--- src/rtl/stack_ctrl.sv ---
// Stack controller sequencing push / pop / top-of-stack accesses to an external
// single-port RAM with registered read data; keeps sticky error flags.
module stack_ctrl #(
   parameter int unsigned DATA_W = 8,
   parameter int unsigned ADDR_W = 4
) (
   input  logic              clk,
   input  logic              rst,
   input  logic              push_i,
   input  logic              pop_i,
   input  logic              tos_i,
   input  logic [DATA_W-1:0] din_i,
   input  logic              clr_err_i,
   output logic              ready_o,
   output logic [DATA_W-1:0] dout_o,
   output logic              dout_valid_o,
   output logic [ADDR_W:0]   sp_o,
   output logic              empty_o,
   output logic              full_o,
   output logic              overflow_o,
   output logic              underflow_o,
   output logic              cmd_err_o,
   output logic [ADDR_W-1:0] ram_addr_o,
   output logic [DATA_W-1:0] ram_wdata_o,
   output logic              ram_we_o,
   output logic              ram_re_o,
   input  logic [DATA_W-1:0] ram_rdata_i
);

   localparam int unsigned SP_W = ADDR_W + 1;
   localparam logic [SP_W-1:0] DEPTH = {1'b1, {ADDR_W{1'b0}}};

   typedef enum logic [2:0] {
      S_IDLE     = 3'd0,
      S_PUSH     = 3'd1,
      S_POP_RD   = 3'd2,
      S_POP_WAIT = 3'd3,
      S_TOS_RD   = 3'd4,
      S_TOS_WAIT = 3'd5
   } state_e;

   state_e            state_q, state_d;
   logic [SP_W-1:0]   sp_q, sp_d;
   logic [DATA_W-1:0] din_q, din_d;
   logic [DATA_W-1:0] dout_q, dout_d;
   logic              dout_valid_q, dout_valid_d;
   logic              overflow_q, overflow_d;
   logic              underflow_q, underflow_d;
   logic              cmd_err_q, cmd_err_d;

   logic [1:0] n_cmd;
   logic       idle, single, any_cmd, empty, full;
   logic       acc_push, acc_pop, acc_tos;
   logic       ovf_evt, udf_evt, cerr_evt;

   // Command decode: only a lone command in IDLE can execute.
   always_comb begin
      n_cmd    = 2'(push_i) + 2'(pop_i) + 2'(tos_i);
      idle     = (state_q == S_IDLE);
      any_cmd  = (n_cmd != 2'd0);
      single   = (n_cmd == 2'd1);
      empty    = (sp_q == '0);
      full     = (sp_q == DEPTH);
      acc_push = idle & single & push_i & ~full;
      acc_pop  = idle & single & pop_i  & ~empty;
      acc_tos  = idle & single & tos_i  & ~empty;
      ovf_evt  = idle & single & push_i & full;
      udf_evt  = idle & single & (pop_i | tos_i) & empty;
      cerr_evt = any_cmd & (~idle | ~single);
   end

   always_ff @(posedge clk or posedge rst) begin
      if (rst) state_q <= S_IDLE;
      else     state_q <= state_d;
   end

   always_comb begin
      state_d = state_q;
      unique case (state_q)
         S_IDLE: begin
            if (acc_push)     state_d = S_PUSH;
            else if (acc_pop) state_d = S_POP_RD;
            else if (acc_tos) state_d = S_TOS_RD;
         end
         S_PUSH:     state_d = S_IDLE;
         S_POP_RD:   state_d = S_POP_WAIT;
         S_POP_WAIT: state_d = S_IDLE;
         S_TOS_RD:   state_d = S_TOS_WAIT;
         S_TOS_WAIT: state_d = S_IDLE;
         default:    state_d = S_IDLE;
      endcase
   end

   // RAM strobes decode straight from state so a reset drops them at once.
   always_comb begin
      ram_we_o    = 1'b0;
      ram_re_o    = 1'b0;
      ram_addr_o  = '0;
      ram_wdata_o = '0;
      unique case (state_q)
         S_PUSH: begin
            ram_we_o    = 1'b1;
            ram_addr_o  = sp_q[ADDR_W-1:0];
            ram_wdata_o = din_q;
         end
         S_POP_RD, S_TOS_RD: begin
            ram_re_o   = 1'b1;
            ram_addr_o = ADDR_W'(sp_q - SP_W'(1));
         end
         default: ;
      endcase
   end

   always_comb begin
      sp_d         = sp_q;
      din_d        = din_q;
      dout_d       = dout_q;
      dout_valid_d = 1'b0;
      if (acc_push) din_d = din_i;
      unique case (state_q)
         S_PUSH:   sp_d = sp_q + SP_W'(1);
         S_POP_RD: sp_d = sp_q - SP_W'(1);
         S_POP_WAIT, S_TOS_WAIT: begin
            dout_d       = ram_rdata_i;
            dout_valid_d = 1'b1;
         end
         default: ;
      endcase
      // A same-cycle error event beats the clear.
      overflow_d  = (overflow_q  & ~clr_err_i) | ovf_evt;
      underflow_d = (underflow_q & ~clr_err_i) | udf_evt;
      cmd_err_d   = (cmd_err_q   & ~clr_err_i) | cerr_evt;
   end

   always_ff @(posedge clk or posedge rst) begin
      if (rst) begin
         sp_q         <= '0;
         din_q        <= '0;
         dout_q       <= '0;
         dout_valid_q <= 1'b0;
         overflow_q   <= 1'b0;
         underflow_q  <= 1'b0;
         cmd_err_q    <= 1'b0;
      end else begin
         sp_q         <= sp_d;
         din_q        <= din_d;
         dout_q       <= dout_d;
         dout_valid_q <= dout_valid_d;
         overflow_q   <= overflow_d;
         underflow_q  <= underflow_d;
         cmd_err_q    <= cmd_err_d;
      end
   end

   assign ready_o      = idle;
   assign dout_o       = dout_q;
   assign dout_valid_o = dout_valid_q;
   assign sp_o         = sp_q;
   assign empty_o      = empty;
   assign full_o       = full;
   assign overflow_o   = overflow_q;
   assign underflow_o  = underflow_q;
   assign cmd_err_o    = cmd_err_q;

endmodule

--- config.mk ---
export PLATFORM = sky130hd
export DESIGN_NAME = stack_ctrl
export DESIGN_NICKNAME = d
export VERILOG_FILES = /design/src/rtl/stack_ctrl.sv
export SDC_FILE = /design/constraint.sdc
export NUM_CORES = 1
export LEC_CHECK = 0
export CAP_MARGIN = 30
export CORE_MARGIN = 2
export CORE_UTILIZATION = 45
export DETAILED_ROUTE_END_ITERATION = 12
export DONT_BUFFER_PORTS = 1
export PLACE_DENSITY_LB_ADDON = 0.08
export SKIP_LAST_GASP = 1
export SLEW_MARGIN = 5
export SYNTH_ARGS = -nofsm -noshare
export SYNTH_HDL_FRONTEND = slang
export SYNTH_SLANG_ARGS = --single-unit
--- constraint.sdc ---
create_clock -name clk -period 3.26 [get_ports clk]
set_clock_uncertainty 0.1 [all_clocks]
set_input_delay 0.652 -clock clk [delete_from_list [all_inputs] [get_ports clk]]
set_output_delay 0.652 -clock clk [all_outputs]
set_load 0.1 [all_outputs]
---- Word-level counts from Yosys, hierarchy flattened ----
Cells that the tools add are included.
word-level totals
  bits in registers ....................... 28
  output and inout bits ................... 34
  word-level logic and storage cells ...... 60
cells by class
  equality and inequality tests ........... 8
  bitwise operators ....................... 24
  reduce and logical (&&, ||, !) cells .... 6
  add/subtract/negate cells ............... 4
  muxes and demuxes ....................... 10
operators with widths
  cell                                               number
  AND 1 bit                                          14
  case mux 5 bit (2 select lines)                    1
  two-way mux 3 bit                                  3
  case mux 3 bit (3 select lines)                    1
  two-way mux 8 bit                                  1
  case mux 4 bit (2 select lines)                    1
  == test 3 x 2 -> 1 bit (second input constant)     2
  == test 3 bit (second input constant)              2
  adder 5 x 1 -> 5 bit (second input constant)       1
  == test 5 bit (second input constant)              1
  zero test 5 bit                                    1
  inverter 1 bit                                     5
  OR 1 bit                                           5
  subtractor 5 x 1 -> 5 bit (second input constant)  1
  != test 4 x 1 -> 1 bit (second input constant)     1
  nonzero test 2 bit                                 2
  OR reduction 2 bit                                 2
  == test 3 x 1 -> 1 bit (second input constant)     1
  zero test 3 bit                                    1
  two-way mux 1 bit                                  3
  adder 1 x 1 -> 2 bit                               1
  adder 2 x 1 -> 2 bit                               1
  == test 2 x 1 -> 1 bit (second input constant)     1

---- Longest topological paths before layout ----
Gate-level depths: netlist (run 1).
  depth in word-level cells ............... 10
  gate-level depth with buffers ........... 5
  gate-level depth less buffers ........... 5

---- Worst setup path after synthesis (run 1) ----
Ideal clock, no wire load.
  path kind ............................... flip-flop to output port
  start ................................... register sp_q[2], in the netlist sp_o[2]
  end ..................................... output ram_addr_o[3]
  buffers on the path ..................... 1
  setup slack ............................. -1,078 ps
  stages on the path, launching flop included .. 5
  data arrival time ....................... 3,586 ps
  path through ............................ dfrtp_1 -> buf_2 -> nor3_1 -> xnor2_1 -> o21ai_0
on the way
  word-level cells in the longest chain between the ends .. 2
RTL lines
  element                          line  RTL
  start: declaration               43    logic [SP_W-1:0] sp_q, sp_d;
  start signal: assignment         145   sp_q <= sp_d;
  subtractor 5 x 1 -> 5 bit        n/a
  case mux 4 bit (2 select lines)  100   unique case (state_q)
  end: declaration                 23    output logic [ADDR_W-1:0] ram_addr_o,
No other way between the ends.

---- Worst setup path in the final report (run 1) ----
  start ................................... register state_q[2]
  end ..................................... output ram_addr_o[0]
on the way
  word-level cells in the longest chain between the ends .. 3
  elaborated cells on any way between the ends .. 5
  classes of those cells .................. eq/ne (3); mux (1); reduce/logical (1)
RTL lines
  element                                                         line  RTL
  start: declaration                                              42    state_e state_q, state_d;
  start signal: assignment                                        74    else state_q <= state_d;
  == test 3 bit / == test 3 x 2 -> 1 bit (equally long branches)  100
  OR reduction 2 bit                                              100
  case mux 4 bit (2 select lines) (*)                             100
Every way passes the cells marked *; elsewhere a longest branch is shown, timed or not.

==> impl_metrics.env, run 1 <==
export IMPL_dr_first_iter_drc_count=25
export IMPL_dp_hpwl_um=2380
export IMPL_relSlewSlack_pct=39.6
export IMPL_ios=56
export IMPL_clockBufferDepth=2
export IMPL_ys_ff_latch=28
export IMPL_critPathKind="register to output port"
export IMPL_min_period_over_period_pct=91.9
export IMPL_fp_coreArea_mm2=0.00308
export IMPL_end_kind="output port"
export IMPL_fin_nets=179
export IMPL_cts_resized=0
export IMPL_yosys_area_top_type_share_pct=47.7
export IMPL_crit_arrival_ps=2240
export IMPL_via_per_inst=5.23
export IMPL_numCtsBuffers=3
export IMPL_cts_tree="yes"
export IMPL_gr_total_overflow=0
export IMPL_num_antenna_cells=0
export IMPL_worst_hold_slack_ps=168
export IMPL_critPathLaunch="state_q[2]"
export IMPL_drive_gt1_share_pct=36.8
export IMPL_rows=20
export IMPL_grt_pass1_wl_um=4960
export IMPL_syn_inst=129
export IMPL_maxCapViolCount=0
export IMPL_startpoint_type="register"
export IMPL_drtAntennaViolNets=0
export IMPL_drc=0
export IMPL_gp_congestion=0.866
export IMPL_synth_cell_types=39
export IMPL_synthesis_area_mm2=0.00147
export IMPL_max_freq_ghz=0.334
export IMPL_root_buffer="clkbuf_4"
export IMPL_clock_latency_ps=320
export IMPL_grt_max_degree=17
export IMPL_cts_clk_slew_worst_paths_ps=150
export IMPL_finalMaxSlewViolations=0
export IMPL_vias=1026
export IMPL_place_inst=192
export IMPL_hp_class="input pin to asynchronous set/reset pin"
export IMPL_place_ws_ps=629
export IMPL_yosys_top_cells_area="dfrtp_1 48%, mux2_2 12%, xnor2_1 4.2%"
export IMPL_yosysTopAreaCell="dfrtp_1"
export IMPL_antenna_found_initial=0
export IMPL_postLayoutCellArea_mm2=0.00192
export IMPL_worst_slack_ps=265
export IMPL_synth_nets=155
export IMPL_grt_pass1_vias=1033
export IMPL_fin_cells=196
export IMPL_cts_sinks=28
export IMPL_yosys_warnings=0
export IMPL_cts_hold_buf=0
export IMPL_numPortBuffers=0
export IMPL_place_area_mm2=0.00187
export IMPL_h_tree_depth=1
export IMPL_area_growth_syn_to_layout_pct=30.6
export IMPL_die_x_um=61.1
export IMPL_ys_seq_area_share_pct=47.7
export IMPL_crit_fanout=12
export IMPL_die_height_um=61.1
export IMPL_worst_pin_slew_ps=907
export IMPL_hold_viol_final=0
export IMPL_grt_setup_unrepaired="false"
export IMPL_first_pass_iters=4
export IMPL_start_util_pct=47.7
export IMPL_wl_per_cell_um=15.5
export IMPL_avgSynthCellArea_um2=11.4
export IMPL_min_period_ps=3000
export IMPL_cp_required_ps=2510
export IMPL_grt_total_usage_pct=18.2
export IMPL_setup_viol=0
export IMPL_status="complete, no violations"
export IMPL_fill_cells=270
export IMPL_routed_wl_um=3030
export IMPL_r2r_start="state_q[2]"
export IMPL_die_area_mm2=0.00374
export IMPL_postCtsSetupBuffers=0
flip-flops by register name (all words and copies together), names as in the netlist:
register      flops
din_q             8
cmd_err_o         1
state_q           3
dout_valid_o      1
overflow_o        1
sp_o              5
underflow_o       1
dout_o            8
through the flow:
stage | TNS, ps | utilization (%)
floorplan | -437 | -
global placement | 0 | 60.1
detailed placement | 0 | 60.6
CTS | 0 | 62.3
global route | 0 | 62.3
finish | 0 | 62.3
metal layers:
metal | track usage [%] | share of wire [%] | wire [µm]
met2 | 29.0 | 50 | 1520
met3 | 6.72 | 7.4 | 225
met4 | 5.90 | 1.2 | 35
met5 | 0 | 0 | 0
met1 | 23.0 | 41 | 1250
cells in the final DEF (no fill, tap or decap), drive strengths merged, types with 3 or more instances in the layout:
| master | instances |
|---|---|
| o21ai | 3 |
| inv | 14 |
| dfrtp | 28 |
| buf | 25 |
| xnor2 | 7 |
| nor2 | 4 |
| ha | 3 |
| nand2 | 6 |
| clkbuf | 3 |
| and2 | 8 |
| mux2 | 16 |
worst max-delay path, stage by stage, from the launching register on:
cell and delay (ps):
dfrtp_1 580, or3b_2 630, inv_1 280, nand2_1 140
o21ai_2 100, buf_12 190
layout make-up:
class	count	area (µm²)	share of cell area (%)
multi-input cells	81	724	37.8
flip-flops and latches	28	701	36.5
repair buffers	25	333	17.4
well taps	44	55.1	2.87
inverters	14	52.6	2.74
clock inverters	1	30.0	1.57
clock buffers	3	22.5	1.17
cells in the mapped netlist (all sizes together):
| cell type | instances |
|---|---|
| ha | 3 |
| nand3 | 2 |
| nor4b | 2 |
| nor4bb | 1 |
| a311oi | 1 |
| and2 | 8 |
| o21ai | 3 |
| a211oi | 2 |
| o32ai | 1 |
| a2bb2oi | 2 |
| nor3b | 2 |
| nand4 | 1 |
| a31oi | 2 |
| nor2b | 1 |
| nand4bb | 1 |
| fa | 1 |
| xnor2 | 7 |
| o21a | 1 |
| inv | 14 |
| or3b | 1 |
| buf | 6 |
| nand3b | 1 |
| o22ai | 2 |
| nand2 | 6 |
| a21oi | 2 |
| a41o | 1 |
| xor2 | 1 |
| o22a | 1 |
| and3b | 1 |
| mux2 | 16 |
| o221ai | 1 |
| nor3 | 2 |
| dfrtp | 28 |
| nor2 | 4 |
| or3 | 1 |
cell families after synthesis:
| family | share of synthesized area [%] |
|---|---|
| AO/OA/AOI/OAI | 9.20 |
| adder cells (fa/ha/maj) | 3.92 |
| multiplexers | 12.3 |
| AND/OR/NAND/NOR | 15.7 |
| flip-flops | 47.7 |
| buffers and inverters | 5.96 |
| XOR/XNOR | 5.28 |
worst paths after layout:
kind	endpoint	slack (ps)	depth (start not counted)
setup / recovery	ram_addr_o[0]	260	5
hold / removal	din_q[7]	170	1
setup reg to reg	din_q[4]	1220	4
hold reg to reg	din_q[0]	420	1
max in group asynchronous	dout_o[7]	2390	2
min in group clk	overflow_o	310	1
Power of run 1 is not shown: default switching activity piles up to over one toggle a cycle in this logic, so the estimate is an artifact.
==> run 2, diff against run 1 <==
Settings changed: CELL_PAD_IN_SITES_DETAIL_PLACEMENT set to 1, CELL_PAD_IN_SITES_GLOBAL_PLACEMENT set to 2, CORE_UTILIZATION 45 to 40.
==> run 2 against run 1 <==
Net effect:
- critical path depth shrank 1
- hold slack lost 48 ps
- final cell count grew 2.0%
- clock-buffer cell count is the same
- largest cell class unchanged
==> impl_metrics.env, run 2 (synthesis gave the netlist of run 1 again) <==
export IMPL_drive_gt1_share_pct=36.8
export IMPL_cts_clk_slew_worst_paths_ps=100
export IMPL_ff2ff_path_depth=4
export IMPL_dp_hpwl_um=2650
export IMPL_final_cell_mix="28 x dfrtp_1, 16 x mux2_2, 14 x inv_1"
export IMPL_cts_tree="yes"
export IMPL_r2r_start="state_q[2]"
export IMPL_cts_hold_buf=0
export IMPL_min_period_over_period_pct=89.6
export IMPL_cp_required_ps=2510
export IMPL_startpoint_type="register"
export IMPL_numPortBuffers=0
export IMPL_routed_wl_um=3370
export IMPL_dr_first_iter_drc_count=54
export IMPL_fill_cells=386
export IMPL_antenna_found_initial=0
export IMPL_numCtsBuffers=3
export IMPL_fin_setup_tns_ps=0
export IMPL_worst_pin_slew_ps=907
export IMPL_via_per_inst=5.21
export IMPL_relSlewSlack_pct=39.5
export IMPL_clockBufferDepth=2
export IMPL_drc=0
export IMPL_gp_congestion=0.782
export IMPL_r2r_end="din_q[7]"
export IMPL_crit_slowest_cell="or3b_2"
export IMPL_end_kind="output port"
export IMPL_status="complete, no violations"
export IMPL_ff2ff_setup_slack_ps=1220
export IMPL_path_cells="or3b_2 > inv_1 > and2_1 > buf_12"
export IMPL_crit_end="ram_wdata_o[0]"
export IMPL_first_pass_iters=4
export IMPL_critPathLaunch="state_q[2]"
export IMPL_num_antenna_cells=0
export IMPL_grt_total_usage_pct=18.0
export IMPL_grt_pass1_wl_um=5720
export IMPL_min_period_ps=2920
export IMPL_crit_arrival_ps=2170
export IMPL_cp_num_cells=4
export IMPL_cts_sinks=28
export IMPL_vias=1041
export IMPL_max_freq_ghz=0.342
export IMPL_cts_resized=0
export IMPL_critical_path_top_delay_family="simple AND/OR/NAND/NOR gates"
export IMPL_die_height_um=64.6
export IMPL_wl_per_cell_um=16.8
export IMPL_ios=56
export IMPL_root_buffer="clkbuf_8"
export IMPL_finalMaxSlewViolations=0
export IMPL_grt_pass1_vias=1158
export IMPL_multi_input_area_um2=724
export IMPL_grt_max_degree=23
export IMPL_start_util_pct=40.7
export IMPL_h_tree_depth=1
export IMPL_die_area_mm2=0.00417
export IMPL_maxCapViolCount=0
export IMPL_seqCellArea_um2=701
export IMPL_critPathBufInv=2
export IMPL_area_growth_syn_to_layout_pct=33.0
export IMPL_cpPeakStageDelay_ps=630
export IMPL_postCtsSetupBuffers=0
export IMPL_grt_setup_unrepaired="false"
export IMPL_rows=22
export IMPL_crit_fanout=12
export IMPL_fin_nets=179
export IMPL_die_x_um=64.6
export IMPL_fp_coreArea_mm2=0.00361
export IMPL_hp_class="input pin to asynchronous set/reset pin"
export IMPL_clock_latency_ps=270
export IMPL_hold_viol_final=0
export IMPL_setup_viol=0
export IMPL_gr_total_overflow=0
export IMPL_critPathKind="register to output port"
export IMPL_drtAntennaViolNets=0
export IMPL_final_common_cell="dfrtp_1"
==> run 2: cell types whose count changed in the layout (fill, tap and decap cells not counted) <==
cell / before / now
clkbuf_4: 3 / 0
clkbuf_8: 0 / 3
buf_16: 0 / 1
buf_8: 1 / 0
==> run 2: area by class of cell <==
cell class / count / area share, %
inverters: 14 / 2.69
clock inverters: 1 / 1.54
flip-flops and latches: 28 / 35.9
multi-input cells: 81 / 37.1
clock buffers: 3 / 2.11
repair buffers: 25 / 17.7
well taps: 48 / 3.07
==> run 2: per-stage QoR <==
stage / hold WS (ps) / setup slack, ps / instance area, µm² / utilization, % / std cells
5_1_grt: 129 / 192 / 1950 / 54.2 / 200
3_3_place_gp: 381 / 699 / 1860 / 51.5 / 195
3_5_place_dp: 390 / 636 / 1880 / 52.2 / 196
6_report: 120 / 339 / 1950 / 54.2 / 200
4_1_cts: 133 / 308 / 1950 / 54.2 / 200
2_1_floorplan: 371 / -367 / 1500 / - / 129
==> run 2: worst min path at each step <==
stage          endpoint  slack, ps  depth (start not counted)
5_1_grt         sp_o[2]        130                          1
6_report        sp_o[2]        120                          1
2_1_floorplan  din_q[0]        370                          1
3_5_place_dp   din_q[3]        390                          1
3_3_place_gp   din_q[3]        380                          1
4_1_cts        din_q[3]        130                          1
==> run 2: metal layers <==
metal  routed length, µm  vias up  global-route usage (%)
li1                    -      487                       -
met2                1720       28                    30.2
met1                1440      521                    23.3
met4                  48        0                    6.38
met3                 160        5                    3.30
met5                   0        -                       0
Power of run 2 is left out for the same reason.
